--- src/rtl/uart_pkg.sv ---
// Shared encodings for the UART byte receiver.
package uart_pkg;

  typedef enum logic [2:0] {
    IDLE,
    START,
    DATA,
    STOP,
    WAIT_IDLE
  } state_t;

  localparam logic LINE_IDLE = 1'b1;
  localparam logic START_BIT = 1'b0;
  localparam logic STOP_BIT  = 1'b1;

endpackage

--- src/rtl/sync_bit.sv ---
// Multi-flop synchronizer for one asynchronous input; resets to the idle-high level.
module sync_bit #(
  parameter int STAGES = 2
) (
  input  logic clk,
  input  logic rst_n,
  input  logic d,
  output logic q
);

  logic [STAGES-1:0] ff;

  // Shift the async input through STAGES flops; preset to 1 so a reset never looks like a start bit.
  always_ff @(posedge clk or negedge rst_n) begin
    if (!rst_n) ff <= '1;
    else        ff <= {ff[STAGES-2:0], d};
  end

  assign q = ff[STAGES-1];

endmodule

--- src/rtl/uart_byte_rx.sv ---
// UART receiver: 1 start, WIDTH data bits LSB first, 1 stop; bytes leave via a valid/ready holding register.
module uart_byte_rx
  import uart_pkg::*;
#(
  parameter int WIDTH        = 8,
  parameter int CLKS_PER_BIT = 2,
  parameter int SYNC_STAGES  = 2
) (
  input  logic             clk,
  input  logic             rst_n,
  input  logic             rx_line,
  output logic [WIDTH-1:0] rx_data,
  output logic             rx_valid,
  input  logic             rx_ready,
  output logic             frame_err,
  output logic             overrun,
  output logic             busy
);

  localparam int HALF  = CLKS_PER_BIT / 2;
  localparam int CNT_W = $clog2(CLKS_PER_BIT) + 1;
  localparam int IDX_W = (WIDTH > 1) ? $clog2(WIDTH) : 1;

  logic             rx_s;
  state_t           state_q, state_d;
  logic [CNT_W-1:0] cnt_q, cnt_d;
  logic [IDX_W-1:0] idx_q, idx_d;
  logic [WIDTH-1:0] shift_q, shift_d;
  logic             done_q, done_d;
  logic             ferr_d;

  sync_bit #(.STAGES(SYNC_STAGES)) u_sync (
    .clk   (clk),
    .rst_n (rst_n),
    .d     (rx_line),
    .q     (rx_s)
  );

  // Frame FSM state, baud counter, bit index and deserialiser.
  always_ff @(posedge clk or negedge rst_n) begin
    if (!rst_n) begin
      state_q <= IDLE;
      cnt_q   <= '0;
      idx_q   <= '0;
      shift_q <= '0;
    end else begin
      state_q <= state_d;
      cnt_q   <= cnt_d;
      idx_q   <= idx_d;
      shift_q <= shift_d;
    end
  end

  // Next-state logic: start is checked at half a bit, later bits one full bit apart (near mid-bit).
  always_comb begin
    state_d = state_q;
    cnt_d   = cnt_q + CNT_W'(1);
    idx_d   = idx_q;
    shift_d = shift_q;
    done_d  = 1'b0;
    ferr_d  = 1'b0;
    case (state_q)
      IDLE: begin
        cnt_d = '0;
        if (rx_s == START_BIT) state_d = START;
      end
      START: begin
        if (cnt_q == CNT_W'(HALF - 1)) begin
          cnt_d   = '0;
          idx_d   = '0;
          // A high sample here means the falling edge was a glitch.
          state_d = (rx_s == START_BIT) ? DATA : IDLE;
        end
      end
      DATA: begin
        if (cnt_q == CNT_W'(CLKS_PER_BIT - 1)) begin
          cnt_d   = '0;
          // Right-shift in at the MSB so the first (LSB) bit ends at bit 0.
          shift_d = {rx_s, shift_q[WIDTH-1:1]};
          idx_d   = idx_q + IDX_W'(1);
          if (idx_q == IDX_W'(WIDTH - 1)) state_d = STOP;
        end
      end
      STOP: begin
        if (cnt_q == CNT_W'(CLKS_PER_BIT - 1)) begin
          cnt_d = '0;
          if (rx_s == STOP_BIT) begin
            done_d  = 1'b1;
            state_d = IDLE;
          end else begin
            ferr_d  = 1'b1;
            state_d = WAIT_IDLE;
          end
        end
      end
      WAIT_IDLE: begin
        // A broken frame may leave the line low; only a return to idle re-arms start detection.
        cnt_d = '0;
        if (rx_s == LINE_IDLE) state_d = IDLE;
      end
      default: state_d = IDLE;
    endcase
  end

  // Holding register: completed bytes load when empty or when the old byte leaves this same cycle.
  always_ff @(posedge clk or negedge rst_n) begin
    if (!rst_n) begin
      rx_data   <= '0;
      rx_valid  <= 1'b0;
      frame_err <= 1'b0;
      overrun   <= 1'b0;
      done_q    <= 1'b0;
    end else begin
      frame_err <= ferr_d;
      done_q    <= done_d;
      overrun   <= 1'b0;
      if (done_q) begin
        if (!rx_valid || rx_ready) begin
          rx_data  <= shift_q;
          rx_valid <= 1'b1;
        end else begin
          overrun  <= 1'b1;
        end
      end else if (rx_valid && rx_ready) begin
        rx_valid <= 1'b0;
      end
    end
  end

  assign busy = (state_q != IDLE);

endmodule

--- config.mk ---
export PLATFORM = sky130hd
export DESIGN_NAME = uart_byte_rx
export DESIGN_NICKNAME = d
export VERILOG_FILES = /design/src/rtl/uart_pkg.sv /design/src/rtl/sync_bit.sv /design/src/rtl/uart_byte_rx.sv
export SDC_FILE = /design/constraint.sdc
export NUM_CORES = 1
export LEC_CHECK = 0
export CAP_MARGIN = 20
export CORE_MARGIN = 2
export CORE_UTILIZATION = 40
export DETAILED_ROUTE_END_ITERATION = 6
export SLEW_MARGIN = 20
export SYNTH_ARGS = -nofsm -noshare
export SYNTH_HDL_FRONTEND = slang
export SYNTH_SLANG_ARGS = --single-unit
--- constraint.sdc ---
create_clock -name clk -period 1.7 [get_ports clk]
set_input_delay 0.34 -clock clk [delete_from_list [all_inputs] [get_ports clk]]
set_output_delay 0.34 -clock clk [all_outputs]
set_load 0.01 [all_outputs]
==> impl_metrics.ini <==
[critical_path]
worstSetupEndpointType = primary output
crit_family = buffers and inverters
critPathBufInv = 1
startpoint = rx_data[6]
timing.rr.start = cnt_q[0]
path_cells = clkdlybuf4s50_1
worst_r2r_path_depth = 5
cp_slowest_cell = clkdlybuf4s50_1
max_stage_delay_ns = 0.54
r2r_setup_slack_ns = 0.15
worstSetupStartpointType = register
path_max_fanout = 2
cp.required_ns = 1.36
crit_type = register to primary output
cp_num_cells = 1
cp.arrival_ns = 1.22
r2r_end = idx_q[0]
crit_end = rx_data[6]

[die]
die_width_microns = 60.68
die_height_microns = 60.68
core-area_sq_um = 3053
rows = 20
die_area_sq_um = 3682
start_util_pct = 42.09
ioPinCount = 16

[yosys]
seq_area_frac_synth_pct = 58.62
syn_nets = 96
synth-simple-area-share_pct = 8.569
synth_xor_area_share_pct = 0
synthAdderAreaFrac_pct = 4.869
synthTopCellsByArea = dfrtp_1, mux2_2, mux2_4, ha_1, dfstp_2
synth_largest_area_cell = dfrtp_1
synth_compound_area_share_pct = 4.576
syn_area_per_cell_sq_um = 14.77
dominantRegCellSynth = dfrtp_1
synth-edff-count = 0
synth_common_cells = dfrtp_1, mux2_2, mux2_4, nor2_1, ha_1
synthDistinctLibCells = 22
synthCells = 87
syn-cell-area_sq_um = 1285
synth_mux_area_share_pct = 19.86
synth_top_area_share_pct = 54.53
synth.most_common_cell = dfrtp_1
async_flop_share_pct = 100.0
synth-seq-cells = 30
synth_top_family_by_area = multiplexers
ys.warnings.count = 0

[drt]
drt_iter0_markers = 22
num_vias = 728
post-route-drc-count = 0
via_per_inst = 4.667
first_pass_iters = 3
wl_microns = 1906
ant_nets = 0
drt-wirelength-per-cell_microns = 12.22

[place]
globalplace.congestion = 0.7205
portBuffers = 15
hpwl_microns = 1331

[layout]
drive_above_1_share_pct = 31.25
fin_nets = 120
nFillCells = 277
area_growth_pct = 20.84
diodes = 0

[timing]
max_clock_freq_mhz = 639.2
hold_viol_final = 0
slew_violations = 0
finalCriticalPeriod_ns = 1.564
rsz0062_at_grt = false
whs_ns = 0.3590
setup_violations = 0
fin_skew_ns = 0.01438
final.period_utilization_pct = 92.02
maxSlewHeadroom_pct = 76.13
worst_pin_slew_ns = 0.3581
tns_ns = 0

[worst_hold_path]
hold_path_class = register to register

[grt]
grt_max_degree = 31
antenna_found_initial = 0
grt-ovfl-total = 0
grt_pass1_wl_microns = 3360
grt_use_total_pct = 13.24
grt_pass1_vias = 713

[power_and_ir_drop]
ir_drop_uv = 553.4
p_sw_uw = 649.5
power_density_nw_per_um2 = 1406
power_frac_comb_pct = 33.8
switching_share_pct = 29.75
clockPowerShare_pct = 19.9
p_leak_uw = 0.0007402
intPower_uw = 1534
power.sequential.fraction_pct = 46.3

[clocking]
clockBufferDepth = 2
cts_tree = built
clkLatencyLatePin_ns = 0.33
numCtsBuffers = 5
cts.sinks = 30
ctsRootBufferMaster = clkbuf_4
clk_pin_slew_ns = 0.09
cts_hold_buffers = 0
htree_levels = 2

[run_status]
outcome = finished, final reports clean

[job]
cap_violations = 0
[through the flow]
step	instances	instance area (sq um)	utilization, %	power, uW	setup slack (ns)
final	156	1553	50.86	2183	0.1356
after global placement	148	1498	49.06	1766	0.02270
after global routing	156	1553	50.86	2353	0.05160
after CTS	156	1558	51.02	2226	0.02109
after floorplan	87	1285	-	1540	0.2323
after detailed placement	148	1498	49.06	1787	0.004921
[power by group through the flow]
| stage | Sequential (uW) | Combinational, uW | Clock, uW |
|---|---|---|---|
| after floorplan | 1030 | 512 | 0 |
| after global placement | 1020 | 746 | 0 |
| after detailed placement | 1030 | 759 | 0 |
| after CTS | 1010 | 759 | 453 |
| after global routing | 1040 | 816 | 500 |
| final | 1010 | 738 | 434 |
[sequential cells by signal (all words and copies together), names as in the netlist]
register,flops
state_q,3
rx_valid,1
frame_err,1
u_sync.ff,2
shift_q,8
done_q,1
idx_q,3
cnt_q,2
overrun,1
rx_data,8
[area by class of cell]
type,count,area (sq um),area share [%]
repair buffers,20,182.7,11.76
well taps,44,55.05,3.546
inverters,4,15.01,0.9670
flip-flops and latches,30,753.2,48.51
clock inverters,1,5.005,0.3223
clock buffers,7,55.05,3.546
multi-input cells,50,486.7,31.35
[worst min-delay path by stage]
stage	depth (start not counted)	slack, ns	endpoint	startpoint
6_report	0	0.36	u_sync.ff[1]	u_sync.ff[0]
5_1_grt	0	0.37	u_sync.ff[1]	u_sync.ff[0]
4_1_cts	0	0.36	u_sync.ff[1]	u_sync.ff[0]
3_5_place_dp	0	0.35	u_sync.ff[1]	u_sync.ff[0]
3_3_place_gp	0	0.35	u_sync.ff[1]	u_sync.ff[0]
2_1_floorplan	0	0.04	cnt_q[0]	rst_n
[cell usage in the layout (no fill, tap or decap)]
| cell | synthesis | routed |
|---|---|---|
| inv_1 | 4 | 4 |
| nor2_1 | 7 | 7 |
| mux4_1 | 1 | 1 |
| nand2b_1 | 2 | 2 |
| dfrtp_1 | 28 | 28 |
| nor4bb_1 | 1 | 1 |
| buf_4 | 1 | 5 |
| nand2_1 | 4 | 4 |
| a22o_1 | 4 | 4 |
| or3_1 | 1 | 1 |
| mux2_4 | 7 | 7 |
| a32oi_1 | 1 | 1 |
| clkbuf_1 | 0 | 1 |
| mux2_2 | 11 | 11 |
| ha_1 | 5 | 5 |
| nor2b_1 | 1 | 1 |
| and4bb_4 | 1 | 1 |
| clkbuf_2 | 0 | 1 |
| clkbuf_4 | 0 | 5 |
| a21oi_1 | 1 | 1 |
| nand4b_1 | 1 | 1 |
| or3b_2 | 1 | 1 |
| dfstp_2 | 2 | 2 |
| a32o_1 | 1 | 1 |
| clkdlybuf4s50_1 | 0 | 14 |
| clkbuf_8 | 0 | 1 |
| clkinv_2 | 0 | 1 |
[what timing repair did]
item	CTS	global route
resized for setup	2	1
buffers inserted	0	0
pin swaps	0	0
setup endpoints to repair	1	1
gates cloned	0	0
hold endpoints to repair	0	0
[cells by family after synthesis]
group                    Yosys count
buffers and inverters              7
flip-flops                        30
AND/OR/NAND/NOR                   19
adder cells (fa/ha/maj)            5
AO/OA/AOI/OAI                      7
multiplexers                      19
[metal layers]
metal	wire length (microns)	track usage, %
met1	909	17.70
met2	853	17.97
met3	102	5.757
met4	41	7.453
met5	0	0
(Power assumes the default switching activity.)
